===== config.mk =====
export PLATFORM = sky130hd
export DESIGN_NAME = ram2_port_arbiter_flat
export DESIGN_NICKNAME = d
export VERILOG_FILES = /design/src/rtl/ram2_port_arbiter_if.sv /design/src/rtl/ram2_port_arbiter.sv /design/src/flat_wrapper.sv
export SDC_FILE = /design/constraint.sdc
export NUM_CORES = 1
export LEC_CHECK = 0
export ABC_AREA = 0
export ABC_CLOCK_PERIOD_IN_PS = 2890
export CAP_MARGIN = 5
export CORE_MARGIN = 1.5
export CORE_UTILIZATION = 39
export DETAILED_ROUTE_END_ITERATION = 8
export PLACE_DENSITY = 0.93
export REMOVE_ABC_BUFFERS = 1
export SYNTH_ARGS = -nofsm -noshare
export SYNTH_HDL_FRONTEND = slang
export SYNTH_SLANG_ARGS = --single-unit

===== constraint.sdc =====
create_clock -name clk -period 2.89 [get_ports clk]
set_input_delay 0.578 -clock clk [delete_from_list [all_inputs] [get_ports clk]]
set_output_delay 0.578 -clock clk [all_outputs]
set_load 0.005 [all_outputs]

===== src/rtl/ram2_port_arbiter_if.sv =====
// ---------------------------------------------------------------------------
// ram2_port_arbiter_if
// Bundles the signals between two kernels and a RAM2 instance, with the
// ram2_port_arbiter in the middle.
//   Requester side (index 0/1):
//     req_rvalid/req_raddr    read request and address
//     gnt_r                   read granted this cycle
//     resp_valid/resp_data    registered read response
//     req_wvalid/req_waddr/req_wdata  write request, address and data
//     gnt_w                   write granted this cycle
//   RAM2 side:
//     raddr0/rdata0           read port 0 (rdata0 is combinational in raddr0)
//     waddr/wdata/wen         write port
// Modports: slave = arbiter view, master = kernels + RAM2 view.
// ---------------------------------------------------------------------------
interface ram2_port_arbiter_if #(
    parameter int unsigned ADDR_WIDTH = 5,
    parameter int unsigned DATA_WIDTH = 32
);
    logic [1:0]                 req_rvalid;
    logic [1:0][ADDR_WIDTH-1:0] req_raddr;
    logic [1:0]                 gnt_r;
    logic [1:0]                 resp_valid;
    logic [1:0][DATA_WIDTH-1:0] resp_data;

    logic [1:0]                 req_wvalid;
    logic [1:0][ADDR_WIDTH-1:0] req_waddr;
    logic [1:0][DATA_WIDTH-1:0] req_wdata;
    logic [1:0]                 gnt_w;

    logic [ADDR_WIDTH-1:0]      raddr0;
    logic [DATA_WIDTH-1:0]      rdata0;
    logic [ADDR_WIDTH-1:0]      waddr;
    logic [DATA_WIDTH-1:0]      wdata;
    logic                       wen;

    modport slave (
        input  req_rvalid, req_raddr, req_wvalid, req_waddr, req_wdata, rdata0,
        output gnt_r, resp_valid, resp_data, gnt_w, raddr0, waddr, wdata, wen
    );

    modport master (
        output req_rvalid, req_raddr, req_wvalid, req_waddr, req_wdata, rdata0,
        input  gnt_r, resp_valid, resp_data, gnt_w, raddr0, waddr, wdata, wen
    );
endinterface


===== src/rtl/ram2_port_arbiter.sv =====
// ---------------------------------------------------------------------------
// ram2_port_arbiter
// Shares RAM2 read port 0 and the RAM2 write port between two requesters.
// Reads and writes are arbitrated independently: round-robin on contention,
// with the current holder allowed at most MAX_BURST consecutive grants while
// the other side waits. Read data is registered and returned to the
// requester that issued the read, one cycle after its grant.
// Ports:
//   clk  clock, all state updates on posedge
//   rst  asynchronous active-low reset
//   bus  ram2_port_arbiter_if.slave (requester and RAM2 signals)
// ---------------------------------------------------------------------------
module ram2_port_arbiter #(
    parameter int unsigned ADDR_WIDTH = 5,
    parameter int unsigned DATA_WIDTH = 32,
    parameter int unsigned MAX_BURST  = 4
) (
    input logic                clk,
    input logic                rst,
    ram2_port_arbiter_if.slave bus
);

    localparam int unsigned       BurstW   = $clog2(MAX_BURST + 1);
    localparam logic [BurstW-1:0] BurstMax = BurstW'(MAX_BURST);
    localparam logic [BurstW-1:0] BurstOne = BurstW'(1);

    // Per-channel arbitration state
    logic              rd_owner_q, rd_owner_d;
    logic [BurstW-1:0] rd_burst_q, rd_burst_d;
    logic              wr_owner_q, wr_owner_d;
    logic [BurstW-1:0] wr_burst_q, wr_burst_d;

    logic [1:0]                 resp_valid_q;
    logic [1:0][DATA_WIDTH-1:0] resp_data_q;

    logic [1:0]            gnt_r;
    logic [1:0]            gnt_w;
    logic [ADDR_WIDTH-1:0] raddr0;
    logic [ADDR_WIDTH-1:0] waddr;
    logic [DATA_WIDTH-1:0] wdata;

    // One-hot grant for a channel. On a tie the owner keeps the channel until
    // it has used up its burst allowance.
    function automatic logic [1:0] pick(input logic [1:0]        req,
                                        input logic              owner,
                                        input logic [BurstW-1:0] burst);
        logic [1:0] gnt;
        gnt = 2'b00;
        case (req)
            2'b01:   gnt = 2'b01;
            2'b10:   gnt = 2'b10;
            2'b11: begin
                if (burst < BurstMax) gnt = owner ? 2'b10 : 2'b01;
                else                  gnt = owner ? 2'b01 : 2'b10;
            end
            default: gnt = 2'b00;
        endcase
        return gnt;
    endfunction

    // Grants are forced low while reset is held, independent of the clock.
    always_comb begin
        gnt_r = pick(bus.req_rvalid, rd_owner_q, rd_burst_q) & {2{rst}};
        gnt_w = pick(bus.req_wvalid, wr_owner_q, wr_burst_q) & {2{rst}};
    end

    // Output muxing; idle channels drive zeros
    always_comb begin
        raddr0 = '0;
        waddr  = '0;
        wdata  = '0;
        if (gnt_r[0])      raddr0 = bus.req_raddr[0];
        else if (gnt_r[1]) raddr0 = bus.req_raddr[1];
        if (gnt_w[0]) begin
            waddr = bus.req_waddr[0];
            wdata = bus.req_wdata[0];
        end else if (gnt_w[1]) begin
            waddr = bus.req_waddr[1];
            wdata = bus.req_wdata[1];
        end
    end

    // Next owner/burst: a repeat grant extends the run (saturating), a grant
    // to the other requester starts a new run of length 1.
    always_comb begin
        rd_owner_d = rd_owner_q;
        rd_burst_d = rd_burst_q;
        if (gnt_r != 2'b00) begin
            if (gnt_r[1] == rd_owner_q) begin
                if (rd_burst_q < BurstMax) rd_burst_d = rd_burst_q + BurstOne;
            end else begin
                rd_owner_d = gnt_r[1];
                rd_burst_d = BurstOne;
            end
        end
    end

    always_comb begin
        wr_owner_d = wr_owner_q;
        wr_burst_d = wr_burst_q;
        if (gnt_w != 2'b00) begin
            if (gnt_w[1] == wr_owner_q) begin
                if (wr_burst_q < BurstMax) wr_burst_d = wr_burst_q + BurstOne;
            end else begin
                wr_owner_d = gnt_w[1];
                wr_burst_d = BurstOne;
            end
        end
    end

    // Reset state makes requester 0 win the first tie.
    always_ff @(posedge clk or negedge rst) begin
        if (!rst) begin
            rd_owner_q   <= 1'b1;
            rd_burst_q   <= BurstMax;
            wr_owner_q   <= 1'b1;
            wr_burst_q   <= BurstMax;
            resp_valid_q <= '0;
            resp_data_q  <= '0;
        end else begin
            rd_owner_q   <= rd_owner_d;
            rd_burst_q   <= rd_burst_d;
            wr_owner_q   <= wr_owner_d;
            wr_burst_q   <= wr_burst_d;
            resp_valid_q <= gnt_r;
            // Only the granted requester's data register captures; the other holds.
            for (int i = 0; i < 2; i++) begin
                if (gnt_r[i]) resp_data_q[i] <= bus.rdata0;
            end
        end
    end

    assign bus.gnt_r      = gnt_r;
    assign bus.gnt_w      = gnt_w;
    assign bus.raddr0     = raddr0;
    assign bus.waddr      = waddr;
    assign bus.wdata      = wdata;
    assign bus.wen        = |gnt_w;
    assign bus.resp_valid = resp_valid_q;
    assign bus.resp_data  = resp_data_q;

endmodule


===== src/flat_wrapper.sv =====
// flat-port wrapper written by rule: the top's interface ports become plain ports
module ram2_port_arbiter_flat 
#(
    parameter int unsigned ADDR_WIDTH = 5,
    parameter int unsigned DATA_WIDTH = 32,
    parameter int unsigned MAX_BURST  = 4
)
  (clk, rst, bus_req_rvalid, bus_req_raddr, bus_req_wvalid, bus_req_waddr, bus_req_wdata, bus_rdata0, bus_gnt_r, bus_resp_valid, bus_resp_data, bus_gnt_w, bus_raddr0, bus_waddr, bus_wdata, bus_wen);
  ram2_port_arbiter_if #(.ADDR_WIDTH(ADDR_WIDTH), .DATA_WIDTH(DATA_WIDTH)) bus_i ();
  input logic clk;
  input logic rst;
  input wire logic [$bits(bus_i.req_rvalid)-1:0] bus_req_rvalid;
  input wire logic [$bits(bus_i.req_raddr)-1:0] bus_req_raddr;
  input wire logic [$bits(bus_i.req_wvalid)-1:0] bus_req_wvalid;
  input wire logic [$bits(bus_i.req_waddr)-1:0] bus_req_waddr;
  input wire logic [$bits(bus_i.req_wdata)-1:0] bus_req_wdata;
  input wire logic [$bits(bus_i.rdata0)-1:0] bus_rdata0;
  output wire logic [$bits(bus_i.gnt_r)-1:0] bus_gnt_r;
  output wire logic [$bits(bus_i.resp_valid)-1:0] bus_resp_valid;
  output wire logic [$bits(bus_i.resp_data)-1:0] bus_resp_data;
  output wire logic [$bits(bus_i.gnt_w)-1:0] bus_gnt_w;
  output wire logic [$bits(bus_i.raddr0)-1:0] bus_raddr0;
  output wire logic [$bits(bus_i.waddr)-1:0] bus_waddr;
  output wire logic [$bits(bus_i.wdata)-1:0] bus_wdata;
  output wire logic [$bits(bus_i.wen)-1:0] bus_wen;
  assign bus_i.req_rvalid = bus_req_rvalid;
  assign bus_i.req_raddr = bus_req_raddr;
  assign bus_i.req_wvalid = bus_req_wvalid;
  assign bus_i.req_waddr = bus_req_waddr;
  assign bus_i.req_wdata = bus_req_wdata;
  assign bus_i.rdata0 = bus_rdata0;
  assign bus_gnt_r = bus_i.gnt_r;
  assign bus_resp_valid = bus_i.resp_valid;
  assign bus_resp_data = bus_i.resp_data;
  assign bus_gnt_w = bus_i.gnt_w;
  assign bus_raddr0 = bus_i.raddr0;
  assign bus_waddr = bus_i.waddr;
  assign bus_wdata = bus_i.wdata;
  assign bus_wen = bus_i.wen;
  ram2_port_arbiter #(.ADDR_WIDTH(ADDR_WIDTH), .DATA_WIDTH(DATA_WIDTH), .MAX_BURST(MAX_BURST)) u_core (.clk(clk), .rst(rst), .bus(bus_i));
endmodule

==> Yosys cells after proc, flatten, opt, wreduce, memory -nomap -nowiden <==
Index checks and enable logic that the tools add are counted.
{ "totals": {"inputBits": 122, "output_inout_bits": 113, "latchBits": 0, "reg_bits": 74, "wordCells": 50, "ram_bits": 0, "mem_count": 0, "mem_bits_ro": 0} }
{ "op_classes": {"bitwise": 4, "n_eq_ne": 10, "div_mod_pow": 0, "add_sub_neg": 2, "n_mux": 18, "n_shift": 0, "n_lt_le_gt_ge": 2, "reduce_logical": 7, "multipliers": 0} }
{ "op_table": {"columns": ["operator", "n"], "rows": [
  ["two-way mux 32 bit", 2],
  ["two-way mux 5 bit", 4],
  ["two-way mux 2 bit", 6],
  ["two-way mux 3 bit", 4],
  ["one-hot mux 2 bit (3 select lines)", 2],
  ["equality test 2 bit, second input constant", 4],
  ["AND reduction 2 bit", 4],
  ["adder 3 x 1 -> 3 bit, second input constant", 2],
  ["< comparator 3 bit, second input constant", 2],
  ["bitwise AND 2 bit", 2],
  ["equality test 2 x 1 -> 1 bit, second input constant", 2],
  ["nonzero test 2 bit", 2],
  ["equality test 1 bit", 2],
  ["!= test 2 x 1 -> 1 bit, second input constant", 1],
  ["!= test 2 bit, second input constant", 1],
  ["NOT 1 bit", 2],
  ["OR reduction 2 bit", 1]
]} }

==> Depth between registers and ports, before layout <==
{ "logic_depth": {"word_depth": 7, "mapped_depth": 6, "ltp_nobuf": 3} }

==> Least setup slack after synthesis <==
No wires, ideal clock.
{ "synth_path": {"path_kind": "input -> output", "start": "in bus_req_rvalid[1]", "end": "out bus_raddr0[0]", "required_time_ns": 2.312, "path_buffers": 3, "path_slack_ns": 0.743, "stages": 6, "arrival_time_ns": 1.569, "path_cell_list": "clkbuf_1 -> inv_1 -> o211a_1 -> buf_6 -> buf_6 -> a22o_1"} }
{ "synth_between": {"elab_cells_between_ends": 7, "classes_between": "eq/ne: 3; mux: 3; bitwise: 1"} }
{ "synth_rtl": {"columns": ["item", "line", "text"], "rows": [
  ["from (decl)", "flat_wrapper.sv:12", "input wire logic [$bits(bus_i.req_rvalid)-1:0] bus_req_rvalid;"],
  ["equality test 2 bit or equality test 2 x 1 -> 1 bit (tied branches)", "ram2_port_arbiter.sv:49", "case (req)"],
  ["one-hot mux 2 bit (3 select lines) (*)", "ram2_port_arbiter.sv:49", null],
  ["bitwise AND 2 bit (*)", "ram2_port_arbiter.sv:63", "gnt_r = pick(bus.req_rvalid, rd_owner_q, rd_burst_q) & {2{rst}};"],
  ["net bus_gnt_r[0]", "flat_wrapper.sv:18", "output wire logic [$bits(bus_i.gnt_r)-1:0] bus_gnt_r;"],
  ["two-way mux 5 bit (*)", "ram2_port_arbiter.sv:72", "if (gnt_r[0]) raddr0 = bus.req_raddr[0];"],
  ["to (decl)", "flat_wrapper.sv:22", "output wire logic [$bits(bus_i.raddr0)-1:0] bus_raddr0;"]
]} }
Mark *: on every way through the listed nets, which the timed path passes. The rest lies on a longest branch.

==> Worst setup path in the final report <==
{ "layout_path": {"start": "reg u_core.rd_owner_q", "end": "out bus_raddr0[2]"} }
{ "layout_between": {"elab_chain_len": 6, "elab_cells_between_ends": 7, "classes_between": "mux: 6; bitwise: 1"} }
{ "layout_rtl": {"columns": ["item", "line", "text"], "rows": [
  ["from (decl)", "ram2_port_arbiter.sv:28", "logic rd_owner_q, rd_owner_d;"],
  ["from (signal assigned)", "ram2_port_arbiter.sv:121", "rd_owner_q <= rd_owner_d;"],
  ["two-way mux 2 bit, on equally long branches", "ram2_port_arbiter.sv:54, ram2_port_arbiter.sv:53", null],
  ["two-way mux 2 bit (*)", "ram2_port_arbiter.sv:53", "if (burst < BurstMax) gnt = owner ? 2'b10 : 2'b01;"],
  ["one-hot mux 2 bit (3 select lines) (*)", "ram2_port_arbiter.sv:49", null],
  ["bitwise AND 2 bit (*)", "ram2_port_arbiter.sv:63", null],
  ["two-way mux 5 bit", "ram2_port_arbiter.sv:73", "else if (gnt_r[1]) raddr0 = bus.req_raddr[1];"],
  ["two-way mux 5 bit (*)", "ram2_port_arbiter.sv:72", null]
]} }
Every way passes the cells marked *; elsewhere a longest branch is shown, timed or not.

==> out/summary.txt <==
status: complete, no violations
Crit path buffers/inverters: 1
vias per std cell: 5.03
CTS tree: done
Synth Area per Inst: 14.3 um^2
RSZ-0062 raised after global routing: no
VDD IR max: 0.623 mV
antenna viol nets, final: 0
cts bufs inserted: 9
CTS Root Cell: clkbuf_8
vias in the first global route: 3251
routability cong.: 0.824
nets@finish: 609
Final Util: 72.2%
Die X: 97.7 um
CTS H-Tree Depth: 3
clock latency on the worst-skew pair: 340 ps
max-cap viol count: 0
PD cells: 756 nW/um^2
end of the worst register-to-register path: u_core.bus.resp_data[5]
first-pass GRT wire length: 17000 um
ANT cells: 0
TritonCTS Sinks: 74
commonest cells after routing, fill and taps aside: 230 x clkdlybuf4s50_1, 70 x dfrtp_1, 44 x a22o_1
Core Region: 8720 um^2
worst clock skew: 6.77 ps
Slew Limit Fails: 0
gr ovfl total: 0
Iter 0 DRT Violations: 93
antenna violations before repair: 0
Top Family by Delay on Critical Path: flip-flops
final setup vio count: 0
Synth Instances: 244
Worst Max-Slew Pin Slew: 679 ps
clk slew on worst S/H paths: 80 ps
Port Buffers: 234
wire per inst: 18.2 um
Die ar.: 9540 um^2
WP data arrival: 2200 ps
cells along the critical path: xnor2_1 -> o211a_2 -> a22o_1 -> clkdlybuf4s50_1
register bit total from synthesis: 74
most common cell after layout, fill and taps aside: clkdlybuf4s50_1
worst path required time: 2310 ps
Worst setup SP type: flip-flop
Seq/Total Area, Yosys: 53.1%
top_reg_cell synth: dfrtp_1
Area Growth Syn to Fin: 80.1%
chip height: 97.7 um
drt pass-1 iters: 4
Starting Density: 40.1%
Crit-path slowest cell: dfstp_2
final wirelength: 10900 um
P_leak: 2.64 nW
fin crit share: 96.2%
hpwl dp: 8260 um
Post-synth EDFFs: 0
Reg2Reg Depth: 4
setup TNS: 0 ps
Yosys warning total: 0
Hold Violations, Final: 0
largest net degree at the start of global routing: 58
slowest cell delay on critical path: 610 ps
slew margin rel.: 54.7%
Max Fclk: 360 MHz
FFs w/ async S/R, synth: 100%
worst min path class: input pin to asynchronous set/reset pin
R2R Setup Slk: 680 ps
crit path kind: flip-flop to output pin
reg2reg start: u_core.rd_owner_q
Netlist cell types: 35
Worst Setup End Kind: output pin
vias: 3007
GRT Overall Usage: 22.4%
# rows: 34
Filler cells: 565
Top-Level Pins: 235
Post-route DRC: 0
share of post-route cells with drive strength above 1: 21.4%
minimum clock period: 2780 ps
Max FO, Critical Path: 8
Clock Path Buffers: 2
Synth Cell Area: 3490 um^2
==> layer usage <==
layer / vias up / routed length [um] / GRT usage, %
met2: 122 / 5770 / 40.1
met5: - / 0 / 0
li1: 1395 / - / -
met4: 0 / 163 / 6.48
met3: 14 / 695 / 6.55
met1: 1476 / 4270 / 25.9
==> layout make-up <==
cell class / count / area (um^2) / area share, %
multi-input combinational: 144 / 1510 / 24.0
clock inverter: 6 / 97.6 / 1.55
sequential: 74 / 1860 / 29.5
timing repair buffer: 251 / 2530 / 40.3
inverter: 5 / 18.8 / 0.298
tap: 108 / 135 / 2.15
clock buffer: 10 / 138 / 2.19
==> cell families after synthesis <==
family | share of synthesized area [%]
AOI/OAI and AO/OA | 14.6
xor gates and xnor gates | 0.501
adders and majority gates | 0.716
buffers and inverters | 4.87
DFF | 53.1
muxes | 25.0
and+or+nand+nor | 1.15
==> power breakdown <==
part           switching [mW]  internal (mW)  total, mW
combinational           0.653           1.46       2.12
sequential              0.259           1.46       1.72
clock                   0.404          0.522      0.926
==> registers in the layout (all words and copies together) (netlist names) <==
register,cells
u_core.rd_burst_q,3
u_core.bus.resp_valid,2
u_core.rd_owner_q,1
u_core.bus.resp_data,64
u_core.wr_owner_q,1
u_core.wr_burst_q,3
==> cells in the mapped netlist (3+ instances only) <==
cell	n	area (um^2)
buf_6	4	45.0
a21oi_1	5	25.0
mux2_2	38	428
mux2_1	4	45.0
a31oi_1	3	18.8
mux2i_1	4	40.0
dfstp_2	4	105
clkbuf_1	4	15.0
inv_1	5	18.8
mux2_4	24	360
dfrtp_1	70	1750
buf_2	8	40.0
a22o_1	44	385
==> repair_timing <==
action	in CTS	in global routing
gates cloned	0	2
endpoints found under the setup margin	1	43
pin swaps	0	1
resized for setup	1	6
hold buffers	0	0
buffers inserted	0	3
endpoints found under the hold margin	0	0
==> worst register-to-register path, delay by kind of cell, from the launching register on <==
family	cells	cell delay, ps
flops	1	610
compound gates	1	360
buf+inv	1	480
mux	1	430
xor+xnor	1	210
==> how the worst max path moves through the flow <==
| stage | startpoint | end | slack, ps | cells past startpoint |
|---|---|---|---|---|
| after floorplan | u_core.rd_owner_q | bus_raddr0[0] | -580 | 3 |
| after global placement | bus_req_wvalid[0] | bus_wdata[24] | 70 | 6 |
| after detailed placement | bus_req_wvalid[0] | bus_waddr[0] | 7 | 6 |
| after CTS | bus_req_wvalid[0] | bus_waddr[0] | 0.2 | 6 |
| after global routing | u_core.wr_owner_q | bus_wdata[9] | 20 | 5 |
| final | u_core.rd_owner_q | bus_raddr0[2] | 110 | 4 |
==> per-stage QoR <==
step	std cells	hold slack [ps]	power [mW]	area (um^2)	setup WS, ps
global route	598	57.4	5.02	6290	15.4
detailed placement	577	433	3.79	5940	7.49
CTS	593	59.1	4.74	6190	0.217
floorplan	223	282	2.45	3340	-584
finish	598	72.4	4.76	6290	109
global placement	577	430	3.69	5940	68.7
No activity file was read; power rests on OpenSTA's default activity.
